File: src/rtl/cmp_pkg.sv
// Shared types and helpers for the sequential magnitude comparator.
//   state_e : engine FSM states
//   res_e   : encoding of a comparison outcome
//   widths_ok() : elaboration-time legality check for WIDTH/CHUNK
package cmp_pkg;

  typedef enum logic [1:0] {
    IDLE,
    COMPARE,
    DONE
  } state_e;

  typedef enum logic [1:0] {
    RES_NONE,
    RES_GT,
    RES_EQ,
    RES_LT
  } res_e;

  function automatic bit widths_ok(input int unsigned width, input int unsigned chunk);
    return (width >= 2) && (chunk >= 1) && (chunk <= width) && ((width % chunk) == 0);
  endfunction

endpackage

File: src/rtl/cmp_chunk.sv
// Combinational unsigned compare of one Width-bit chunk.
// Ports:
//   a_i, b_i : chunk operands (unsigned)
//   gt_o     : a_i > b_i
//   lt_o     : a_i < b_i
module cmp_chunk #(
  parameter int unsigned Width = 4
) (
  input  logic [Width-1:0] a_i,
  input  logic [Width-1:0] b_i,
  output logic             gt_o,
  output logic             lt_o
);

  always_comb begin
    gt_o = (a_i > b_i);
    lt_o = (a_i < b_i);
  end

endmodule

File: src/rtl/seq_magnitude_comparator.sv
// Multi-cycle magnitude comparator. Compares two WIDTH-bit operands CHUNK bits per cycle,
// MSB-first, in signed or unsigned mode, with a start/busy/done handshake.
// Ports:
//   clk, rst_n        : clock, asynchronous active-low reset
//   start             : request, sampled only when idle
//   signed_mode       : 1 = two's-complement compare; latched with start
//   a, b              : operands; latched with start
//   busy              : operation in progress (COMPARE and DONE states)
//   done              : one-cycle pulse when gt/eq/lt update
//   gt, eq, lt        : registered one-hot result, held until the next done
module seq_magnitude_comparator
  import cmp_pkg::*;
#(
  parameter int unsigned WIDTH = 16,
  parameter int unsigned CHUNK = 4
) (
  input  logic             clk,
  input  logic             rst_n,
  input  logic             start,
  input  logic             signed_mode,
  input  logic [WIDTH-1:0] a,
  input  logic [WIDTH-1:0] b,
  output logic             busy,
  output logic             done,
  output logic             gt,
  output logic             eq,
  output logic             lt
);

  localparam int unsigned NCHUNK = WIDTH / CHUNK;
  localparam int unsigned CntW   = (NCHUNK > 1) ? $clog2(NCHUNK) : 1;

  if (!widths_ok(WIDTH, CHUNK)) begin : g_bad_width
    $fatal(1, "seq_magnitude_comparator: WIDTH must be >= 2 and a multiple of CHUNK");
  end

  state_e            state_q, state_d;
  logic [WIDTH-1:0]  sa_q, sb_q;
  logic [CntW-1:0]   cnt_q;
  logic              decided_q;
  res_e              pending_q;
  logic              done_q, gt_q, eq_q, lt_q;

  logic              chunk_gt, chunk_lt;
  logic              last_chunk;
  logic [WIDTH-1:0]  msb_flip;
  res_e              final_res;

  // Flipping the sign bit maps two's-complement order onto unsigned order.
  assign msb_flip   = {signed_mode, {(WIDTH-1){1'b0}}};
  assign last_chunk = (cnt_q == CntW'(NCHUNK - 1));
  assign final_res  = decided_q ? pending_q : RES_EQ;

  cmp_chunk #(
    .Width (CHUNK)
  ) u_cmp_chunk (
    .a_i  (sa_q[WIDTH-1 -: CHUNK]),
    .b_i  (sb_q[WIDTH-1 -: CHUNK]),
    .gt_o (chunk_gt),
    .lt_o (chunk_lt)
  );

  // State register
  always_ff @(posedge clk or negedge rst_n) begin
    if (!rst_n) begin
      state_q <= IDLE;
    end else begin
      state_q <= state_d;
    end
  end

  // Next-state logic
  always_comb begin
    state_d = state_q;
    unique case (state_q)
      IDLE:    if (start) state_d = COMPARE;
      COMPARE: if (last_chunk) state_d = DONE;
      DONE:    state_d = IDLE;
      default: state_d = IDLE;
    endcase
  end

  // Output logic
  always_comb begin
    busy = (state_q != IDLE);
    done = done_q;
    gt   = gt_q;
    eq   = eq_q;
    lt   = lt_q;
  end

  // Datapath and result registers
  always_ff @(posedge clk or negedge rst_n) begin
    if (!rst_n) begin
      sa_q      <= '0;
      sb_q      <= '0;
      cnt_q     <= '0;
      decided_q <= 1'b0;
      pending_q <= RES_NONE;
      done_q    <= 1'b0;
      gt_q      <= 1'b0;
      eq_q      <= 1'b0;
      lt_q      <= 1'b0;
    end else begin
      done_q <= 1'b0;
      unique case (state_q)
        IDLE: begin
          if (start) begin
            sa_q      <= a ^ msb_flip;
            sb_q      <= b ^ msb_flip;
            cnt_q     <= '0;
            decided_q <= 1'b0;
            pending_q <= RES_NONE;
          end
        end
        COMPARE: begin
          // The first differing chunk decides; later chunks cannot override it.
          if (!decided_q && (chunk_gt || chunk_lt)) begin
            decided_q <= 1'b1;
            pending_q <= chunk_gt ? RES_GT : RES_LT;
          end
          sa_q  <= sa_q << CHUNK;
          sb_q  <= sb_q << CHUNK;
          cnt_q <= cnt_q + CntW'(1);
        end
        DONE: begin
          done_q <= 1'b1;
          gt_q   <= (final_res == RES_GT);
          eq_q   <= (final_res == RES_EQ);
          lt_q   <= (final_res == RES_LT);
        end
        default: ;
      endcase
    end
  end

endmodule

File: config.mk
export PLATFORM = sky130hd
export DESIGN_NAME = seq_magnitude_comparator
export DESIGN_NICKNAME = d
export VERILOG_FILES = /design/src/rtl/cmp_pkg.sv /design/src/rtl/cmp_chunk.sv /design/src/rtl/seq_magnitude_comparator.sv
export SDC_FILE = /design/constraint.sdc
export NUM_CORES = 1
export LEC_CHECK = 0
export ABC_CLOCK_PERIOD_IN_PS = 2700
export CORE_UTILIZATION = 30
export DETAILED_ROUTE_END_ITERATION = 10
export PLACE_DENSITY_LB_ADDON = 0.08
export SYNTH_ARGS = -nofsm -noshare
export SYNTH_HDL_FRONTEND = slang
export SYNTH_SLANG_ARGS = --single-unit
File: constraint.sdc
create_clock -name clk -period 2.7 [get_ports clk]
set_clock_uncertainty 0.15 [all_clocks]
set_input_delay 0.81 -clock clk [delete_from_list [all_inputs] [get_ports clk]]
set_output_delay 0.81 -clock clk [all_outputs]
set_load 0.01 [all_outputs]
==> key figures <==
Floorplanning
  – Die area: 6735 µm²
  – I/O pin cnt: 41
  – Die Wd: 82.07 µm
  – Die Span Y: 82.07 µm
  – Core Area: 6061 µm²
  – Row count: 28
  – Starting density of the core: 31.73%

Worst setup path
  – Slowest CP cell: dfrtp_1
  – Worst R2R End: sa_q[6]
  – Max incr delay on CP: 0.47 ns
  – FF-to-FF path depth: 4
  – Reg2Reg Setup Slack: 1.10 ns
  – CP endpoint kind: output pin
  – Crit Path Category: reg2out
  – Critical path arrival: 1.52 ns
  – Reg-to-Reg Start: state_q[0]
  – CP Launch Point: state_q[0]
  – Worst Setup Start Kind: flop
  – Worst EP required: 1.74 ns
  – CP cell instances: or2_2 -> clkdlybuf4s50_1
  – Crit-path max FO: 7
  – Critical Path Sink: busy

Routing
  – Post-route ant nets: 0
  – Initial DRC count: 47
  – Vias: 1329
  – Drt wl/cell: 13.06 µm
  – Vias per inst: 4.615
  – First-pass detailed-route iteration total: 4
  – DRC Markers: 0
  – Post-Route WL: 3762 µm

STA
  – Final hold viol count: 0
  – Worst hold slack: 0.2980 ns
  – Slew @ Worst Pin: 0.4209 ns
  – Final worst-path cycle share: 91.89%
  – RSZ-0062 raised after global routing: false
  – Worst slew margin: 71.94%
  – Final slew viol count: 0
  – Min Tclk post-route: 2.481 ns
  – Final setup vio count: 0
  – Setup_tns: 0 ns
  – Max Fclk: 403.1 MHz

GRT
  – GR Util All Layers: 13.29%
  – Initial antenna violation count: 0
  – Grt total ovfl: 0
  – Vias in the first global route: 1394
  – Largest net degree at the start of global routing: 44
  – First-pass GRT wire length: 6534 µm

CTS
  – CTS max path bufs: 2
  – CTS buffer count: 5
  – H-tree levels: 2
  – Setup Fix Bufs, Post-CTS: 0
  – Post-cts resize count: 0
  – CTS tree: built
  – Clk sinks: 42
  – Worst-Skew Late Latency: 0.29 ns
  – Clock transition at path regs: 0.08 ns
  – CTS Hold Bufs: 0
  – Clock root cell: clkbuf_8

Pwr
  – Lkg Pwr: 1.178 nW
  – Pwr/cell area: 1050 nW/µm²
  – Max VDD drop: 0.4250 mV

Synthesis
  – Synthesized flop and latch total: 42
  – Yosys warns: 0
  – Top-area cell type share of the netlist area: 54.65%
  – Unique masters post-synth: 33
  – Synth async-reset ratio: 100.0%
  – Synth Net Count: 211
  – Synth Flop Type: dfrtp_1
  – Synth area leaders: dfrtp_1, mux2i_1, nand2_1, a22o_1, o21ai_1
  – Sequential fraction of the synthesis area: 54.65%
  – Mapped cell area: 1923 µm²
  – Post-synth top area cell: dfrtp_1
  – Most numerous cell in the Yosys netlist: dfrtp_1
  – Post-synth EDFFs: 0
  – Post-Syn Area per Cell: 11.31 µm²
  – Cell count after synthesis: 170
  – Commonest cells in the netlist: dfrtp_1, nand2_1, mux2i_1

Job
  – Max Cap Viol: 0

Status
  – Outcome: finished, final reports clean

Finish
  – Nets: 253
  – Final Non-Filler Cells: 288
  – Antenna cells: 0
  – Area Growth Syn to Fin: 30.06%
  – Reg area: 1051 µm²
  – Ratio of cells with drive above 1 in the final layout: 8.920%
  – Multi-input logic area: 768.2 µm²
  – Filler cells: 590

Place
  – Final HPWL DP: 2781 µm
  – Port Buffer Count: 40
  – Inst Count DP: 280
  – RD Place Congestion: 0.7131

Worst hold path
  – Worst Hold Class: in2async
[metrics by stage]
stage | area [µm²] | power, W | util [%] | setup WS [ns]
6_report | 2501 | 0.002627 | 41.27 | 0.2191
4_1_cts | 2501 | 0.002675 | 41.27 | 0.1953
5_1_grt | 2501 | 0.002876 | 41.27 | 0.1311
3_3_place_gp | 2392 | 0.002148 | 39.47 | 0.4249
2_1_floorplan | 1923 | 0.001897 | - | 0.9819
3_5_place_dp | 2392 | 0.002179 | 39.47 | 0.3965
[final cells by class]
class / count / share of cell area (%)
clock buffers: 5 / 2.751
clock inverters: 3 / 1.601
inverters: 9 / 1.351
multi-input cells: 109 / 30.72
flip-flops and latches: 42 / 42.02
well taps: 75 / 3.752
repair buffers: 45 / 17.81
[power by group]
part	switching [W]	total [W]	internal [W]
sequential	0.000152	0.00104	0.000884
clock	0.000209	0.000481	0.000272
combinational	0.000563	0.00111	0.000546
total	0.000924	0.00263	0.00170
[worst min-delay path by stage]
stage | from | to
final | rst_n | eq
after global routing | rst_n | sb_q[3]
after CTS | rst_n | eq
after detailed placement | pending_q[0] | eq
after global placement | pending_q[1] | gt
after floorplan | pending_q[1] | gt
[per-layer routing]
| metal | part of all wire, % | up-vias | track usage [%] |
|---|---|---|---|
| li1 | - | 677 | - |
| met1 | 47 | 617 | 16.30 |
| met5 | 0 | - | 0 |
| met3 | 4.6 | 4 | 4.222 |
| met2 | 47 | 31 | 21.82 |
| met4 | 1.1 | 0 | 4.737 |
[critical path: cells and delay by family, from the launching register on]
kind / cells / cell delay [ns]
buffers and inverters: 1 / 0.47
AND/OR/NAND/NOR: 1 / 0.30
flip-flops: 1 / 0.47
[sequential cells by signal, indices dropped and copies added, names as in the netlist]
signal	count
gt	1
lt	1
sb_q	16
state_q	2
done	1
sa_q	16
cnt_q	2
pending_q	2
eq	1
[placed cells by master (no fill, tap or decap), types with 4 or more instances in the layout]
cell type	n
o21ai_0	10
o21ai_1	14
mux2i_1	22
a22o_1	9
clkbuf_8	5
buf_4	4
ha_1	5
dfrtp_1	42
inv_1	9
clkdlybuf4s50_1	39
nand2_1	26
[kinds of logic after synthesis]
logic type | after synthesis | synth area share (%)
XOR/XNOR | 2 | 0.9110
adder cells (fa/ha/maj) | 5 | 3.253
AO/OA/AOI/OAI | 43 | 14.83
buffers and inverters | 19 | 5.986
multiplexers | 22 | 11.45
flip-flops | 42 | 54.65
AND/OR/NAND/NOR | 37 | 8.914
(Power assumes the default switching activity.)
